==> src/rtl/seq_divider.sv <==
// Restoring sequential divider for the SimpleRisc div/mod instructions.
// Signed operands are converted to magnitudes, divided one quotient bit per
// clock (MSB first), and the signs are reapplied in a single finishing cycle.
// Latency from the accepting edge to done is WIDTH+1 edges for every operand.
module seq_divider #(
    parameter int WIDTH = 32
) (
    input  logic             clk,
    input  logic             reset,
    input  logic             start,
    input  logic [WIDTH-1:0] A,
    input  logic [WIDTH-1:0] B,
    output logic [WIDTH-1:0] quotient,
    output logic [WIDTH-1:0] remainder,
    output logic             busy,
    output logic             done,
    output logic             div_by_zero
);

    // Counter wide enough to hold WIDTH-1 even for tiny WIDTH values.
    localparam int CNT_W = $clog2(WIDTH + 1);
    localparam logic [CNT_W-1:0] LAST_ITER = CNT_W'(WIDTH - 1);

    typedef enum logic [1:0] {
        IDLE   = 2'd0,
        RUN    = 2'd1,
        FINISH = 2'd2
    } state_t;

    state_t             state_reg;
    // Dividend magnitude shifts out of the top while quotient bits shift in
    // at the bottom, so one register serves both roles.
    logic [WIDTH-1:0]   dq_reg;
    logic [WIDTH-1:0]   dvs_reg;
    // The kept partial remainder is always below the divisor magnitude, so
    // WIDTH bits suffice; the extra bit only exists in the shifted trial value.
    logic [WIDTH-1:0]   rem_reg;
    logic [CNT_W-1:0]   cnt_reg;
    logic               sign_q_reg;
    logic               sign_r_reg;
    logic               zero_reg;
    logic [WIDTH-1:0]   quotient_reg;
    logic [WIDTH-1:0]   remainder_reg;
    logic               busy_reg;
    logic               done_reg;
    logic               div_by_zero_reg;

    logic [WIDTH-1:0]   a_mag;
    logic [WIDTH-1:0]   b_mag;
    logic [WIDTH:0]     rem_shift;
    logic [WIDTH:0]     trial;

    // Operand magnitudes and the shift/trial-subtract datapath for one iteration.
    always_comb begin
        a_mag     = A[WIDTH-1] ? (~A + 1'b1) : A;
        b_mag     = B[WIDTH-1] ? (~B + 1'b1) : B;
        rem_shift = {rem_reg, dq_reg[WIDTH-1]};
        trial     = rem_shift - {1'b0, dvs_reg};
    end

    // Control FSM with registered outputs; datapath registers advance with it.
    always_ff @(posedge clk) begin
        if (reset) begin
            state_reg       <= IDLE;
            dq_reg          <= '0;
            dvs_reg         <= '0;
            rem_reg         <= '0;
            cnt_reg         <= '0;
            sign_q_reg      <= 1'b0;
            sign_r_reg      <= 1'b0;
            zero_reg        <= 1'b0;
            quotient_reg    <= '0;
            remainder_reg   <= '0;
            busy_reg        <= 1'b0;
            done_reg        <= 1'b0;
            div_by_zero_reg <= 1'b0;
        end else begin
            done_reg <= 1'b0;
            case (state_reg)
                IDLE: begin
                    if (start) begin
                        sign_q_reg <= A[WIDTH-1] ^ B[WIDTH-1];
                        sign_r_reg <= A[WIDTH-1];
                        zero_reg   <= (B == '0);
                        dq_reg     <= a_mag;
                        dvs_reg    <= b_mag;
                        rem_reg    <= '0;
                        cnt_reg    <= '0;
                        busy_reg   <= 1'b1;
                        state_reg  <= RUN;
                    end
                end
                RUN: begin
                    // A negative trial (top bit set) means restore and record a 0.
                    dq_reg  <= {dq_reg[WIDTH-2:0], ~trial[WIDTH]};
                    rem_reg <= trial[WIDTH] ? rem_shift[WIDTH-1:0] : trial[WIDTH-1:0];
                    cnt_reg <= cnt_reg + CNT_W'(1);
                    if (cnt_reg == LAST_ITER) begin
                        state_reg <= FINISH;
                    end
                end
                FINISH: begin
                    // With a zero divisor the remainder magnitude equals |A|,
                    // so reapplying the dividend sign returns A unchanged.
                    if (zero_reg) begin
                        quotient_reg <= '1;
                    end else begin
                        quotient_reg <= sign_q_reg ? (~dq_reg + 1'b1) : dq_reg;
                    end
                    remainder_reg   <= sign_r_reg ? (~rem_reg + 1'b1) : rem_reg;
                    div_by_zero_reg <= zero_reg;
                    done_reg        <= 1'b1;
                    busy_reg        <= 1'b0;
                    state_reg       <= IDLE;
                end
                default: begin
                    state_reg <= IDLE;
                end
            endcase
        end
    end

    assign quotient    = quotient_reg;
    assign remainder   = remainder_reg;
    assign busy        = busy_reg;
    assign done        = done_reg;
    assign div_by_zero = div_by_zero_reg;

endmodule

==> config.mk <==
export PLATFORM = sky130hd
export DESIGN_NAME = seq_divider
export DESIGN_NICKNAME = d
export VERILOG_FILES = /design/src/rtl/seq_divider.sv
export SDC_FILE = /design/constraint.sdc
export NUM_CORES = 1
export LEC_CHECK = 0
export CORE_MARGIN = 2
export CORE_UTILIZATION = 40
export CTS_CLUSTER_SIZE = 14
export DETAILED_ROUTE_END_ITERATION = 8
export GPL_TIMING_DRIVEN = 0
export PLACE_DENSITY = 0.65
export SLEW_MARGIN = 20
export SYNTH_ARGS = -nofsm -noshare
export SYNTH_HDL_FRONTEND = slang
export SYNTH_SLANG_ARGS = --single-unit
==> constraint.sdc <==
create_clock -name clk -period 3.2 [get_ports clk]
set_input_delay 0.64 -clock clk [delete_from_list [all_inputs] [get_ports clk]]
set_output_delay 0.64 -clock clk [all_outputs]
set_load 0.02 [all_outputs]
==> run summary <==
Peak VDD IR - 0.399 mV
Final instance area - 13,400 um2
Syn Nets - 1,437
Avg Inst Size Synth - 7.99 um2
DP HPWL - 25,900 um
Worst slew pin tran - 0.808 ns
Commonest non-fill, non-tap cells in the layout - dfxtp_1, nor2_1, clkdlybuf4s50_1
Worst hold endpoint - dvs_reg[29]$_SDFFE_PP0P_
Crit-path slowest cell - or4_4
Worst skew pair latency - 0.45 ns
Post-synth EDFFs - 0
Flops & latches, synth - 174
Crit path cell chain - or4_4 > or4_4 > or3_4 > or2_4 > or3_4 > or3_4 > o31ai_4 > xnor2_2 > a22o_1
Hold_buf cts - 0
Initial Utilization - 40.8%
Power per cell area - 448 nW/um2
RSZ-0062 raised after global routing - yes
TritonRoute pass-1 iters - 5
Clk_skew - 0.0189 ns
Hold Violations, Final - 0
Largest net degree at the start of global routing - 18
Area of the multi-input gates - 6910 um2
Crit end category - flop
Initial antenna violation count - 1
Leakage - 4.87 nW
Buffers on Ports - 133
Tcrit/Tclk final - 101%
Cells after DPL - 1,800
First-pass GRT wire length - 52,200 um
Mapped Area - 10,600 um2
Total GRT Usage - 23.4%
Die span in x - 167 um
Slew HR - 45.9%
FMAX - 0.310 GHz
Die ar. - 27,900 um2
Fin Setup TNS - -0.0401 ns
Share of cells above drive strength 1 - 7.60%
Non-Filler Instances - 1,849
Worst r2r dst - remainder[31]$_SDFFE_PP0P_
Io pins - 134
Worst hold path depth - 2
Layout area overhead - 26.3%
Distinct cells, synth - 61
Root buffer cell - clkbuf_16
Result of the run - finished, violations left
Final setup fails - 3
Min-delay src - dvs_reg[29]$_SDFFE_PP0P_
Fill cell count - 2,564
Core Area - 26,100 um2
TritonCTS sink count - 174
Max FO, Critical Path - 3
GPL Wtd Cong - 0.920
Num CTS Buffers - 17
WL final - 33,100 um
Yosys warns - 0
Ys async rst share - 0%
Post-synth top flop - dfxtp_1
Total congestion overflow - 0
Clock Path Buffers - 2
Register-to-register setup slack - -0.03 ns
Type of origin of the critical path - flop
Row cnt - 59
Total via count in the routed design - 10,400
Via-to-Cell Ratio - 5.60
Post-DRT Antenna Nets - 0
Sequential share of the synthesized area - 32.7%
# nets final - 1,605
1st-iter DRT viols - 764
R2R cell count - 9
CTS tree - built
DR WL/cell - 17.9 um
Failing checks - negative setup slack
Area occupied by registers - 3500 um2
Slack of the critical path - -0.0285 ns
H-Tree Depth - 4
Max-cap violations - 0
Post-route minimum period - 3.23 ns
Mapped Cells - 1,332
WP data arrival - 3.57 ns
DRC - 0
Crit-path most repeated cell - or3_4
CP max stage delay - 0.51 ns
Vias in the first global route - 9,425
Clock-pin slew on the worst setup and hold paths - 0.07 ns
Max-slew violations - 0
R2R Path Start - rem_reg[7]$_SDFFE_PP0P_
WP data required - 3.54 ns
Setup Crit Path Kind - reg2reg
Chip height - 167 um
Commonest non-fill, non-tap cell in the layout - dfxtp_1
Hold crit path type - reg2reg
Post-DP Area - 12,400 um2
## what timing repair did
action,4_1_cts,5_1_grt
pin swaps,15,15
resized for setup,39,38
setup endpoints to repair,49,52
buffers inserted,13,4
## metal layers
metal  wire [um]  vias to the layer above  track usage [%]
met5           0                        -                0
met3        2400                       36             4.73
met2       14200                      345             34.8
li1            -                     5163                -
met4         554                        0             6.18
met1       15900                     4811             34.3
## worst max-delay path, delay by kind of cell, from the launching register on
family	cells	cell delay, ns
AND/OR/NAND/NOR	6	2.24
AO/OA/AOI/OAI	2	0.42
flip-flops	1	0.36
XOR/XNOR	1	0.10
## cells in the mapped netlist (12+ instances only)
library cell,count,area share [%]
a211oi_1,86,6.1
or3_1,14,0.82
or4_1,24,1.7
nand3_1,15,0.71
dfxtp_1,174,33
a22oi_1,23,1.6
o21ai_0,79,3.7
inv_1,54,1.9
nor2_1,139,4.9
nor3_1,20,0.94
o22ai_1,18,1.1
xnor2_1,60,4.9
a21oi_1,79,3.7
nand2_1,125,4.4
mux2i_1,27,2.5
xor2_1,84,6.9
nand4_1,12,0.71
o31ai_1,38,2.7
a21o_1,14,0.99
nand2b_1,13,0.76
o41ai_1,14,1.2
ha_1,37,4.4
clkbuf_1,72,2.5
## cells by family after synthesis
kind of cell	share of synthesized area, %
AOI/OAI and AO/OA	25.4
xor gates and xnor gates	12.0
adders and majority gates	4.54
buffers and inverters	4.80
DFF	32.7
muxes	2.65
and+or+nand+nor	17.8
## through the flow
stage	util (%)	power [mW]	hold slack (ns)	setup slack [ns]
4_1_cts	50.8	5.95	0.460	-0.124
3_5_place_dp	47.6	3.81	0.448	-1.13
2_1_floorplan	-	3.37	0.425	0.000894
5_1_grt	51.6	6.29	0.481	-0.110
3_3_place_gp	47.6	3.79	0.441	-1.07
6_report	51.6	6.01	0.461	-0.0285
## power by group
part           total (mW)  switching (mW)  internal (mW)  leakage, nW
sequential           2.36           0.112           2.25         1.42
clock                2.08           0.978           1.10        0.281
combinational        1.58           0.896          0.682         3.17
total                6.01            1.99           4.03         4.87
## how the worst max path moves through the flow
stage | start | depth (start not counted) | end | slack (ns)
6_report | rem_reg[7]$_SDFFE_PP0P_ | 9 | remainder[31]$_SDFFE_PP0P_ | -0.03
5_1_grt | rem_reg[7]$_SDFFE_PP0P_ | 9 | remainder[31]$_SDFFE_PP0P_ | -0.11
4_1_cts | rem_reg[7]$_SDFFE_PP0P_ | 9 | remainder[31]$_SDFFE_PP0P_ | -0.12
3_5_place_dp | dq_reg[31]$_SDFFE_PP0P_ | 13 | rem_reg[22]$_SDFFE_PP0P_ | -1.13
3_3_place_gp | dq_reg[31]$_SDFFE_PP0P_ | 13 | rem_reg[25]$_SDFFE_PP0P_ | -1.07
2_1_floorplan | rem_reg[6]$_SDFFE_PP0P_ | 9 | remainder[28]$_SDFFE_PP0P_ | 0.0009
## cell type report
| type | instances | area share (%) |
|---|---|---|
| Inverter | 54 | 1.51 |
| Timing Repair Buffer | 150 | 11.1 |
| Clock buffer | 17 | 3.17 |
| Tap cell | 335 | 3.12 |
| Clock inverter | 15 | 1.15 |
| Antenna cell | 1 | 0.0186 |
| Multi-Input combinational cell | 1023 | 51.4 |
| Buffer | 80 | 2.52 |
| Sequential cell | 174 | 26.0 |
No activity file was read; power rests on OpenSTA's default activity.
